===== src/rtl/mem_arbiter.sv =====
// -----------------------------------------------------------------------------
// mem_arbiter
//
// Shares the single RAM port between the instruction-fetch path and the
// data-memory path. The grant FSM is IDLE -> IGNT/DGNT -> IDLE, so there is
// always one IDLE bubble between two grants. Data accesses win arbitration
// unless instruction fetch has been passed over STARVE_LIMIT times in a row
// while it was pending.
//
// Parameters
//   STARVE_LIMIT  consecutive data grants allowed while i_iren is pending
//                 before the fetch is forced a grant (1..15)
//
// Ports
//   i_clk         system clock, rising edge
//   i_rst_n       asynchronous, active-low reset
//   i_iren        instruction read request (held until o_iwait is low)
//   i_iaddr       instruction word address
//   i_dren        data read request  (held until o_dwait is low)
//   i_dwen        data write request (held until o_dwait is low)
//   i_daddr       data address
//   i_dstore      data write value
//   i_ramstate    RAM status: FREE=0, BUSY=1, ACCESS=2, ERROR=3
//   i_ramload     RAM read data
//   o_iwait       low only in the cycle the instruction access completes
//   o_dwait       low only in the cycle the data access completes
//   o_iload       RAM read data towards the fetch path
//   o_dload       RAM read data towards the data path
//   o_ramren      RAM read strobe
//   o_ramwen      RAM write strobe
//   o_ramaddr     RAM address
//   o_ramstore    RAM write data
//   o_merr        sticky RAM error flag, cleared only by reset
// -----------------------------------------------------------------------------
module mem_arbiter #(
    parameter int unsigned STARVE_LIMIT = 4
) (
    input  logic        i_clk,
    input  logic        i_rst_n,
    input  logic        i_iren,
    input  logic [31:0] i_iaddr,
    input  logic        i_dren,
    input  logic        i_dwen,
    input  logic [31:0] i_daddr,
    input  logic [31:0] i_dstore,
    input  logic [1:0]  i_ramstate,
    input  logic [31:0] i_ramload,
    output logic        o_iwait,
    output logic        o_dwait,
    output logic [31:0] o_iload,
    output logic [31:0] o_dload,
    output logic        o_ramren,
    output logic        o_ramwen,
    output logic [31:0] o_ramaddr,
    output logic [31:0] o_ramstore,
    output logic        o_merr
);

    typedef enum logic [1:0] {
        ST_IDLE = 2'd0,
        ST_IGNT = 2'd1,
        ST_DGNT = 2'd2
    } state_t;

    localparam logic [1:0] RAM_ACCESS = 2'd2;
    localparam logic [1:0] RAM_ERROR  = 2'd3;

    localparam logic [3:0] STARVE_LIM = 4'(STARVE_LIMIT);
    localparam logic [3:0] SCNT_MAX   = 4'd15;

    state_t     r_state;
    logic [3:0] r_scnt;
    logic       r_merr;

    logic w_dreq;
    logic w_ram_access;
    logic w_ram_error;
    logic w_pick_data;

    assign w_dreq       = i_dren | i_dwen;
    assign w_ram_access = (i_ramstate == RAM_ACCESS);
    assign w_ram_error  = (i_ramstate == RAM_ERROR);

    // Data wins unless the fetch is both waiting and already starved.
    assign w_pick_data  = w_dreq && (!i_iren || (r_scnt < STARVE_LIM));

    // -------------------------------------------------------------------------
    // Grant FSM, starve counter and sticky error flag
    // -------------------------------------------------------------------------
    always_ff @(posedge i_clk or negedge i_rst_n) begin
        if (!i_rst_n) begin
            r_state <= ST_IDLE;
            r_scnt  <= 4'd0;
            r_merr  <= 1'b0;
        end else begin
            case (r_state)
                ST_IDLE: begin
                    if (w_pick_data) begin
                        r_state <= ST_DGNT;
                    end else if (i_iren) begin
                        r_state <= ST_IGNT;
                    end
                    // Fetch not waiting: nothing is being starved.
                    if (!i_iren) begin
                        r_scnt <= 4'd0;
                    end
                end

                ST_IGNT: begin
                    // Abort takes precedence: no access is in flight once
                    // the requester has withdrawn.
                    if (!i_iren) begin
                        r_state <= ST_IDLE;
                    end else if (w_ram_error) begin
                        r_merr  <= 1'b1;
                        r_state <= ST_IDLE;
                    end else if (w_ram_access) begin
                        r_scnt  <= 4'd0;
                        r_state <= ST_IDLE;
                    end
                end

                ST_DGNT: begin
                    if (!w_dreq) begin
                        r_state <= ST_IDLE;
                    end else if (w_ram_error) begin
                        r_merr  <= 1'b1;
                        r_state <= ST_IDLE;
                    end else if (w_ram_access) begin
                        // Only a completed data access while the fetch waits
                        // counts towards starvation.
                        if (i_iren && (r_scnt != SCNT_MAX)) begin
                            r_scnt <= r_scnt + 4'd1;
                        end
                        r_state <= ST_IDLE;
                    end
                end

                default: begin
                    r_state <= ST_IDLE;
                end
            endcase
        end
    end

    // -------------------------------------------------------------------------
    // RAM port and wait decode. Waits must drop in the same cycle the RAM
    // reports ACCESS, so this path is combinational from state and inputs.
    // -------------------------------------------------------------------------
    always_comb begin
        o_ramren   = 1'b0;
        o_ramwen   = 1'b0;
        o_ramaddr  = 32'd0;
        o_ramstore = 32'd0;
        o_iwait    = 1'b1;
        o_dwait    = 1'b1;

        case (r_state)
            ST_IGNT: begin
                o_ramaddr = i_iaddr;
                if (i_iren) begin
                    o_ramren = 1'b1;
                    if (w_ram_access) begin
                        o_iwait = 1'b0;
                    end
                end
            end

            ST_DGNT: begin
                o_ramaddr  = i_daddr;
                o_ramstore = i_dstore;
                if (w_dreq) begin
                    // A write wins when both strobes are requested.
                    o_ramwen = i_dwen;
                    o_ramren = i_dren & ~i_dwen;
                    if (w_ram_access) begin
                        o_dwait = 1'b0;
                    end
                end
            end

            default: begin
            end
        endcase
    end

    assign o_iload = i_ramload;
    assign o_dload = i_ramload;
    assign o_merr  = r_merr;

endmodule


===== config.mk =====
export PLATFORM = sky130hd
export DESIGN_NAME = mem_arbiter
export DESIGN_NICKNAME = d
export VERILOG_FILES = /design/src/rtl/mem_arbiter.sv
export SDC_FILE = /design/constraint.sdc
export NUM_CORES = 1
export LEC_CHECK = 0
export ABC_AREA = 1
export CORE_AREA = 2 2 105 107
export DETAILED_ROUTE_END_ITERATION = 16
export DIE_AREA = 0 0 107 109
export PLACE_DENSITY = 0.72
export SKIP_CTS_REPAIR_TIMING = 1
export SLEW_MARGIN = 25
export SYNTH_ARGS = -nofsm -noshare
export SYNTH_HDL_FRONTEND = slang
export SYNTH_SLANG_ARGS = --single-unit

===== constraint.sdc =====
create_clock -name i_clk -period 2.1 [get_ports i_clk]
set_input_delay 0.63 -clock i_clk [delete_from_list [all_inputs] [get_ports i_clk]]
set_output_delay 0.63 -clock i_clk [all_outputs]
set_load 0.005 [all_outputs]

# Yosys cells after proc, flatten, opt, wreduce, memory -nomap -nowiden
# Cells that the tools add are included.
[op_classes]
add_sub_neg = 1
order_cmp = 1
n_eq_ne = 14
muxes = 32
n_bitwise = 3
reduce_logical = 9
[op_table]
columns = ["op", "n"]
rows = [
  ["$pmux W32 S2", 1],
  ["$mux W32", 1],
  ["$mux W4", 8],
  ["$ne A2 B2 Y1 const B", 8],
  ["$mux W1", 12],
  ["$mux W2", 6],
  ["$pmux W4 S3", 1],
  ["$reduce_and A9 Y1", 1],
  ["$eq A2 B2 Y1 const B", 3],
  ["$pmux W2 S3", 1],
  ["$add A4 B1 Y4 const B", 1],
  ["$lt A4 B3 Y1 const B", 1],
  ["$ne A4 B4 Y1 const B", 1],
  ["$pmux W1 S2", 2],
  ["$ne A3 B3 Y1 const B", 1],
  ["$reduce_and A3 Y1", 1],
  ["$reduce_bool A3 Y1", 1],
  ["$eq A2 B1 Y1 const B", 1],
  ["$logic_and A1 B1 Y1", 2],
  ["$logic_not A2 Y1", 1],
  ["$reduce_bool A2 Y1", 1],
  ["$and A1 B1 Y1", 1],
  ["$logic_not A1 Y1", 1],
  ["$logic_or A1 B1 Y1", 1],
  ["2 further kinds", 2],
]
[word_totals]
ff_bits = 7
in_bits = 135
output_inout_bits = 133
wordCells = 63

# Logic depth before layout (Yosys ltp)
[depth]
ltp_word = 7
mapped_depth = 10

# Worst setup path before layout
# No wires, ideal clock.
[synth_timing]
path_type = "register to output"
start = "reg r_state[0]"
end = "out o_ramaddr[0]"
arrival_ns = 1.250
t_required_ns = 1.470
setup_slack_ns = 0.220
stages_incl_launch_ff = 6
n_path_buf = 1
path_cell_list = "dfrtp_1 -> inv_1 -> ha_1 -> inv_1 -> buf_1 -> a21oi_1"
[synth_between]
elab_chain_cells = 2
word_cells_on_any_way = 3
[synth_rtl]
columns = ["item", "line_no", "source"]
rows = [
  ["from (decl)", "71", "state_t r_state;"],
  ["from (signal assigned)", "92", "r_state <= ST_IDLE;"],
  ["from (signal assigned)", "99", "r_state <= ST_DGNT;"],
  ["from (signal assigned)", "101", "r_state <= ST_IGNT;"],
  ["$eq A2 B2 Y1 or $eq A2 B1 Y1 (tied branches)", "158", "case (r_state)"],
  ["$pmux W32 S2 (*)", "158", ""],
  ["to (decl)", "54", "output logic [31:0] o_ramaddr,"],
]
# Mark *: on every way between the ends. The rest lies on a longest branch, timed or not.

# Worst setup path in the final report
[layout_timing]
start = "reg r_state[1]"
end = "out o_ramstore[11]"
[layout_between]
elab_chain_cells = 2
[layout_rtl]
columns = ["item", "line_no", "source"]
rows = [
  ["$eq A2 B2 Y1", "158", ""],
  ["$mux W32", "158", ""],
  ["to (decl)", "55", "output logic [31:0] o_ramstore,"],
]
# No other way between the ends.

==> flow_summary.yaml <==
status:
  status: "finished, violations left"
  violations: "negative setup slack"
global_route:
  antenna_found_initial: 0
  gr-total-overflow: 0
  grt_max_degree: 30
  track_usage_pct: 11.4
  grt_pass1_wl_mm: 10.8
  grt_pass1_vias: 2229
power:
  power.leakage_nw: 2.36
  ir_worst_vdd_mv: 0.439
  p_total_mw: 4.00
  powerDensity_nw_per_um2: 1020
placement:
  gp_congestion: 0.847
  hpwl_mm: 5.98
  port_buffers: 171
clock_network:
  cts.clk_slew.worst_paths_ns: 0.04
  cts-root-buf: "clkbuf_8"
  cts_tree: "yes"
  insertion_delay_ns: 0.23
  clockBufferDepth: 2
  cts_sinks: 7
  cts_buffers: 3
  htreeDepth: 1
hold_path:
  hold_end: "o_merr"
  hold_path_depth: 1
  worstHoldPathType: "flop to flop"
  min_from: "o_merr"
timing:
  rsz0062_at_grt: "yes"
  hold_ws_ns: 0.491
  layout_setup_ws_ns: -0.258
  fmax_mhz: 424
  drv_slew: 0
  hold_viol: 0
  slew_headroom_pct: 78.6
  period_share_pct: 112
  finalClockSkew_ns: 0.00532
  min_period_ns: 2.36
  tightest_slew_ns: 0.320
  finalSetupViolCount: 56
setup_path:
  r2r_start: "r_state[1]"
  worstReg2RegEnd: "r_scnt[0]"
  critPathCaptureType: "output port"
  worst_ep_arrival_time_ns: 1.73
  cp.required_ns: 1.47
  worstPathMaxFanout: 7
  path_class: "flop to output port"
  start_kind: "flop"
  rr_worst_depth: 14
  rrSetupSlack_ns: -0.09
synth:
  yosysWarnings: 0
  netlist.area_leader.share_pct: 27.7
  yosys.area.top_type: "buf_4"
  syn-cell-area_um2: 1840
  seq_area_frac_synth_pct: 9.52
  synth_area_leaders: "buf_4, nand2_1, dfrtp_1"
  ys_ff_latch: 7
  synth_area_per_cell_um2: 5.53
  ys_types: 23
  syn_inst: 333
  synthesis.nets: 474
cells_and_area:
  fill_cells: 1092
  syn_to_final_growth_pct: 114
  layout.nets: 627
  antennaDiodeCount: 0
  drive_gt1_share_pct: 33.4
route:
  drt-initial-drc-count: 121
  ant_nets: 0
  via_per_inst: 4.15
  drc: 0
  wl_mm: 9.05
  drtPass1Iterations: 4
  wl_per_cell_um: 14.5
  via_count: 2593
die:
  start_util_pct: 17.4
  num_rows: 38
  die_height_um: 109
  dieArea_um2: 11700
  io_pins: 268
  die_w_um: 107
  core_um2: 10600
job:
  maxCapViolCount: 0
## power by group
group	switching (mW)	internal [mW]	total [mW]
combinational	1.67	1.94	3.61
sequential	0.0368	0.170	0.207
clock	0.0597	0.128	0.188
## kinds of logic after synthesis
family          synth area share, %
buf+inv                        41.1
xor+xnor                      0.476
simple gates                   34.4
fa+ha+maj                      4.08
compound gates                 10.4
flops                          9.52
## final cells by class
cell class / instances / area [µm²] / area share (%)
clock buffers: 3 / 41.3 / 1.05
inverters: 48 / 188 / 4.76
clock inverters: 1 / 5.00 / 0.127
flip-flops and latches: 7 / 175 / 4.45
repair buffers: 227 / 2250 / 57.1
well taps: 140 / 175 / 4.45
multi-input cells: 199 / 1110 / 28.1
## metrics by stage
stage	cell area (µm²)	setup WS (ns)	cells	utilization (%)	TNS (ns)
after floorplan	1840	0.220	333	-	0
after global placement	3360	-0.447	587	31.7	-18.79
after detailed placement	3360	-0.444	587	31.7	-19.30
after CTS	3400	-0.493	591	32.1	-27.33
after global routing	3940	-0.335	625	37.1	-11.59
final	3940	-0.258	625	37.1	-7.00
## how the worst max path moves through the flow
stage / from / end / slack (ns) / cells past startpoint
after floorplan: r_state[0] / o_ramaddr[0] / 0.22 / 5
after global placement: i_iren / o_ramren / -0.45 / 4
after detailed placement: i_ramstate[0] / o_iwait / -0.44 / 6
after CTS: r_state[1] / o_ramaddr[28] / -0.49 / 6
after global routing: r_state[1] / o_ramstore[3] / -0.34 / 9
final: r_state[1] / o_ramstore[11] / -0.26 / 9
## layer usage
layer,share of wire (%),GRT usage [%]
met5,0,0
met4,2.2,4.17
met3,10,4.72
met2,48,19.4
met1,40,12.9
## cell usage in the layout, fill, tap and decap left out, types with 2 or more instances in the layout
| cell | count |
|---|---|
| a21oi_1 | 9 |
| nand2_1 | 107 |
| clkdlybuf4s50_1 | 102 |
| clkbuf_2 | 14 |
| inv_2 | 4 |
| ha_4 | 3 |
| buf_12 | 6 |
| inv_1 | 40 |
| buf_6 | 6 |
| ha_1 | 3 |
| nand2_4 | 4 |
| a21oi_2 | 26 |
| clkbuf_8 | 3 |
| buf_2 | 24 |
| clkbuf_16 | 7 |
| buf_4 | 36 |
| nand2_2 | 20 |
| nor2_2 | 2 |
| nor2_1 | 5 |
| dfrtp_1 | 7 |
| nand3_1 | 14 |
| inv_4 | 3 |
| dlymetal6s2s_1 | 31 |
## synthesized netlist by cell type
| cell type | count |
|---|---|
| a21oi_1 | 34 |
| a21oi_2 | 1 |
| buf_1 | 3 |
| buf_2 | 6 |
| buf_4 | 68 |
| buf_6 | 2 |
| clkinv_1 | 1 |
| dfrtp_1 | 7 |
| ha_1 | 6 |
| inv_1 | 44 |
| inv_2 | 2 |
| inv_4 | 1 |
| nand2_1 | 126 |
| nand2_2 | 5 |
| nand3_1 | 14 |
| nand3_2 | 1 |
| nand4_1 | 1 |
| nor2_1 | 5 |
| nor2_2 | 2 |
| nor2_4 | 1 |
| o21ai_0 | 1 |
| o21bai_1 | 1 |
| xnor2_1 | 1 |
## worst max-delay path: stages, from the launching register on
cell and delay, ns:
dfrtp_1 0.40, buf_6 0.13, ha_4 0.19, buf_4 0.15, buf_12 0.12, buf_4 0.14
buf_4 0.13, nand2_1 0.06, inv_1 0.04, dlymetal6s2s_1 0.14
## state kept, by name, summed over array words and instances, names as in the netlist
register / count
o_merr: 1
r_state: 2
r_scnt: 4
No activity file was read; power rests on OpenSTA's default activity.
